## config.mk

```make
export PLATFORM = sky130hd
export DESIGN_NAME = monopix_ro_sched
export DESIGN_NICKNAME = d
export VERILOG_FILES = /design/src/rtl/monopix_ro_sched.sv
export SDC_FILE = /design/constraint.sdc
export NUM_CORES = 1
export LEC_CHECK = 0
export CORE_MARGIN = 10
export CORE_UTILIZATION = 30
export CTS_BUF_LIST = sky130_fd_sc_hd__clkbuf_16
export CTS_CLUSTER_SIZE = 12
export DETAILED_ROUTE_END_ITERATION = 6
export DONT_BUFFER_PORTS = 1
export SETUP_SLACK_MARGIN = 0.5
export SLEW_MARGIN = 10
export SYNTH_ARGS = -nofsm -noshare
export SYNTH_HDL_FRONTEND = slang
export SYNTH_SLANG_ARGS = --single-unit
export TNS_END_PERCENT = 10
```

## constraint.sdc

```tcl
create_clock -name clk_bx -period 2.5 [get_ports clk_bx]
set_input_delay 0.75 -clock clk_bx [delete_from_list [all_inputs] [get_ports clk_bx]]
set_output_delay 0.75 -clock clk_bx [all_outputs]
set_load 0.01 [all_outputs]
```

## src/rtl/monopix_ro_sched.sv

```systemverilog
// Round-robin FREEZE/READ/DATA scheduler for the four MONOPIX flavours.
// Define MONOPIX_RO_SCHED_CNT_EN to build the saturating completed-transaction counter.
module monopix_ro_sched #(
  parameter int WAIT_LEN = 3,
  parameter int READ_LEN = 2,
  parameter int DATA_LEN = 6
) (
  input  logic        clk_bx,
  input  logic        reset,
  input  logic [3:0]  en,
  input  logic [3:0]  token,
  output logic [3:0]  freeze,
  output logic [3:0]  read,
  output logic [1:0]  gnt_id,
  output logic        busy,
  output logic        data_start,
  output logic [15:0] rd_cnt
);

  typedef enum logic [1:0] {
    S_IDLE,
    S_TOKEN_WAIT,
    S_READ,
    S_DATA
  } state_t;

  state_t      state_q, state_d;
  logic [7:0]  cnt_q, cnt_d;
  logic [1:0]  gnt_q, gnt_d;
  logic [1:0]  last_q, last_d;
  logic [3:0]  req;
  logic [7:0]  len_m1;
  logic        phase_done;

  logic [3:0]  freeze_q, freeze_d;
  logic [3:0]  read_q, read_d;
  logic [1:0]  gnt_id_q, gnt_id_d;
  logic        busy_q, busy_d;
  logic        data_start_q, data_start_d;

  // Search begins one past the previous grant; the previous grant has lowest priority.
  function automatic logic [1:0] rr_pick(input logic [3:0] r, input logic [1:0] l);
    logic [1:0] idx;
    rr_pick = l;
    for (int i = 4; i >= 1; i--) begin
      idx = l + 2'(i);
      if (r[idx]) rr_pick = idx;
    end
  endfunction

  always_comb begin
    req = token & en;
    case (state_q)
      S_TOKEN_WAIT: len_m1 = 8'(WAIT_LEN - 1);
      S_READ:       len_m1 = 8'(READ_LEN - 1);
      default:      len_m1 = 8'(DATA_LEN - 1);
    endcase
    phase_done = (cnt_q == len_m1);

    state_d = state_q;
    cnt_d   = cnt_q + 8'd1;
    gnt_d   = gnt_q;
    last_d  = last_q;
    case (state_q)
      S_IDLE: begin
        cnt_d = 8'd0;
        if (req != 4'd0) begin
          gnt_d   = rr_pick(req, last_q);
          state_d = S_TOKEN_WAIT;
        end
      end
      S_TOKEN_WAIT: begin
        if (phase_done) begin
          cnt_d   = 8'd0;
          state_d = S_READ;
        end
      end
      S_READ: begin
        if (phase_done) begin
          cnt_d   = 8'd0;
          state_d = S_DATA;
        end
      end
      S_DATA: begin
        if (phase_done) begin
          cnt_d  = 8'd0;
          last_d = gnt_q;
          if (req != 4'd0) begin
            gnt_d   = rr_pick(req, gnt_q);
            state_d = S_TOKEN_WAIT;
          end else begin
            state_d = S_IDLE;
          end
        end
      end
      default: state_d = S_IDLE;
    endcase

    freeze_d     = ((state_q == S_TOKEN_WAIT) || (state_q == S_READ)) ? (4'b0001 << gnt_q) : 4'd0;
    read_d       = (state_q == S_READ) ? (4'b0001 << gnt_q) : 4'd0;
    data_start_d = (state_q == S_DATA) && (cnt_q == 8'd0);
    busy_d       = (state_q != S_IDLE);
    gnt_id_d     = gnt_q;
  end

  always_ff @(posedge clk_bx) begin
    if (reset) begin
      state_q      <= S_IDLE;
      cnt_q        <= 8'd0;
      gnt_q        <= 2'd0;
      last_q       <= 2'd3;
      freeze_q     <= 4'd0;
      read_q       <= 4'd0;
      gnt_id_q     <= 2'd0;
      busy_q       <= 1'b0;
      data_start_q <= 1'b0;
    end else begin
      state_q      <= state_d;
      cnt_q        <= cnt_d;
      gnt_q        <= gnt_d;
      last_q       <= last_d;
      freeze_q     <= freeze_d;
      read_q       <= read_d;
      gnt_id_q     <= gnt_id_d;
      busy_q       <= busy_d;
      data_start_q <= data_start_d;
    end
  end

  assign freeze     = freeze_q;
  assign read       = read_q;
  assign gnt_id     = gnt_id_q;
  assign busy       = busy_q;
  assign data_start = data_start_q;

`ifdef MONOPIX_RO_SCHED_CNT_EN
  logic [15:0] rd_cnt_q, rd_cnt_d;
  logic        txn_done;

  always_comb begin
    txn_done = (state_q == S_DATA) && phase_done;
    rd_cnt_d = rd_cnt_q;
    if (txn_done && (rd_cnt_q != 16'hFFFF)) rd_cnt_d = rd_cnt_q + 16'd1;
  end

  always_ff @(posedge clk_bx) begin
    if (reset) rd_cnt_q <= 16'd0;
    else       rd_cnt_q <= rd_cnt_d;
  end

  assign rd_cnt = rd_cnt_q;
`else
  assign rd_cnt = 16'h0000;
`endif

endmodule
```

==> impl_metrics.csv <==
group,metric,value,unit
outcome,status,"finished, final reports clean",
critical_path,end_kind,"flip-flop",
critical_path,required,2660,ps
power_and_ir_drop,power.density,901,nW/um^2
critical_path,cp.arrival,2300,ps
global_routing,antenna_found_initial,0,
sta,finClkSkew,4.44,ps
global_routing,grt_pass1_vias,1211,
clock_tree,root_buffer,"clkbuf_16",
power_and_ir_drop,p_sw_frac,0.346,
routing,viasPerCell,4.71,
placement,io_buffer_count,0,
critical_path,r2r_setup_slack,360,ps
synth,synth.avg_cell_area,8.96,um^2
critical_path,critical_path.max_fanout,4,
synth,netlist.area_leader.share,0.334,
global_routing,grt_first_pass_wirelength,5.53,mm
power_and_ir_drop,power_frac_clock,0.217,
hold_path,hp-start,"cnt_q[0]$_SDFF_PP0_",
cells_and_area,final_common_cell,"dfxtp_1",
sta,setup_tns,0,ps
floorplanning,io_pins,38,
floorplanning,initial_core_util,0.307,
cells_and_area,syn2layout_area_growth,12.7,%
floorplanning,die_x,92.1,um
synth,ys_warn_count,0,
cells_and_area,drive_gt1_frac,0.151,
sta,fmax,0.467,GHz
synth,synthTopCellsByArea,"dfxtp_1 (33%), ha_1 (8.8%), buf_4 (7.7%)",
sta,finalHoldViolCount,0,
placement,dp_slack,263,ps
clock_tree,htree_levels,1,
routing,drtIter0Drc,59,
sta,timing.max_slew.rel_slack,0.665,
cells_and_area,finalNetCount,201,
power_and_ir_drop,p_leak,0.000690,uW
clock_tree,cts.sink_count,26,
routing,routed_wl,3.21,mm
routing,drc,0,
global_routing,grt_use_total,0.0769,
floorplanning,dieHeight,92.1,um
critical_path,crit_type,"reg2reg",
sta,drv_slew,0,
routing,drt_first_pass_iters,4,
cells_and_area,regArea,523,um^2
sta,tightest_slew,503,ps
power_and_ir_drop,switchingPower,548,uW
synth,synthArstFlopShare,0,
clock_tree,clk_pin_slew,60,ps
power_and_ir_drop,seqPwrFrac,0.342,
run,max_cap_violations,0,
clock_tree,tritoncts,"done",
clock_tree,insertion_delay,250,ps
global_routing,gr-total-overflow,0,
cells_and_area,insertedDiodeCount,0,
critical_path,r2r-start,"state_q[1]$_SDFFE_PP0P_",
clock_tree,ctsHoldBuffers,0,
floorplanning,fp-row-count,26,
synth,synth_edf_count,0,
placement,gp_congestion,0.814,
synth,ys_seq_area_frac,0.334,
clock_tree,cts_buffers,3,
floorplanning,coreArea,5070,um^2
critical_path,crit_path_start_kind,"flip-flop",
synth,synthCells,174,
power_and_ir_drop,peakVddDrop,0.000358,V
sta,rsz0062_at_grt,"true",
global_routing,grt_max_degree,15,
clock_tree,clock_path_buffers,2,
cells_and_area,nFillCells,528,
power_and_ir_drop,combPwrFrac,0.441,
synth,yosysUniqueCellTypes,50,
cells_and_area,multiInputGateArea,982,um^2
cells_and_area,layout_common_cells,"dfxtp_1 (24), nor2_1 (17), conb_1 (16), and2_1 (10)",
sta,fin_crit_sh,0.857,
synth,synth.cell_area,1560,um^2
placement,dp_hpwl,2.51,mm
synth,ys_ff_latch,26,
synth,synthDominantAreaCellType,"dfxtp_1",
hold_path,min_path_type,"reg2reg",
floorplanning,die-area,8480,um^2
power_and_ir_drop,intPower,1030,uW
synth,synth_ff_type,"dfxtp_1",
sta,period_minus_slack,2140,ps
sta,setup_viol,0,
routing,num_vias,1174,
routing,ant_nets,0,
routing,wire_per_inst,12.9,um
sta,worst_slack,357,ps
critical_path,crit_path_start,"state_q[1]$_SDFFE_PP0P_",
[state kept, by name (all words and copies together) (netlist names)]
register	flops
state_q	2
gnt_id_d	2
freeze	4
last_q	2
busy	1
cnt_q	8
read	4
gnt_id	2
data_start	1
[layout make-up]
class | instances | share of cell area
repair buffers | 6 | 0.0256
inverters | 10 | 0.0228
clock buffers | 3 | 0.0427
flip-flops and latches | 26 | 0.298
multi-input cells | 133 | 0.559
clock inverters | 1 | 0.00214
well taps | 70 | 0.0499
[per-stage QoR]
stage | utilization | std cells | hold slack [ps] | power, uW | cell area [um^2]
floorplan | - | 189 | 444 | 1010 | 1620
global placement | 0.312 | 241 | 479 | 1100 | 1590
detailed placement | 0.312 | 241 | 487 | 1110 | 1590
CTS | 0.341 | 249 | 502 | 1560 | 1730
global route | 0.346 | 249 | 548 | 1700 | 1760
finish | 0.346 | 249 | 498 | 1580 | 1760
[logic make-up after synthesis]
group / count (synthesis) / share of synthesized area
and+or+nand+nor: 59 / 0.198
AOI/OAI and AO/OA: 35 / 0.185
buffers and inverters: 30 / 0.112
DFF: 26 / 0.334
adders and majority gates: 12 / 0.0947
xor gates and xnor gates: 7 / 0.0393
muxes: 4 / 0.0345
other: 1 / 0.00241
[worst max-delay path, cell delays in order (launching register included)]
cell and delay [ps]:
dfxtp_2 350, inv_4 40, ha_4 150, or3b_4 400
a2111oi_4 360, buf_4 200, a2bb2oi_4 160, o21ai_0 100
a221oi_1 280
[Yosys cell counts (all sizes together) (2+ instances only)]
cell,number
a211o,3
a211oi,3
a21oi,3
a221oi,2
a22o,2
a2bb2oi,2
and2,10
and3,2
buf,17
clkbuf,3
dfxtp,26
ha,11
inv,10
mux2i,2
nand2,8
nand2b,2
nand3,5
nor2,17
nor2b,2
nor3,5
o21ai,5
o22ai,2
o311ai,3
or3,3
xnor2,5
xor2,2
[power by group through the flow]
stage | registers [uW] | logic [uW] | clock network [uW]
after floorplan | 533 | 478 | 0
after CTS | 544 | 662 | 357
after global routing | 553 | 775 | 370
after detailed placement | 548 | 560 | 0
after global placement | 545 | 555 | 0
final | 541 | 697 | 344
[path summary, 6_finish.rpt]
path | to | cells past startpoint
worst min register to register | cnt_q[0]$_SDFF_PP0_ | 1
worst max register to register | state_q[0]$_SDFFE_PP0P_ | 8
worst max-delay path | state_q[0]$_SDFFE_PP0P_ | 8
worst min-delay path | cnt_q[0]$_SDFF_PP0_ | 1
[layer usage]
metal | wire length [um] | GRT usage | up-vias
met5 | 0 | 0 | -
met4 | 40 | 0.0347 | 0
met3 | 142 | 0.0163 | 2
met2 | 1530 | 0.135 | 30
met1 | 1490 | 0.0873 | 554
li1 | - | - | 588
[repair_timing]
action / CTS / global route
gates resized for setup: 7 / 4
setup buffers: 4 / 0
setup endpoints to repair: 14 / 14
pin swaps: 3 / 1
(Power assumes the default switching activity.)
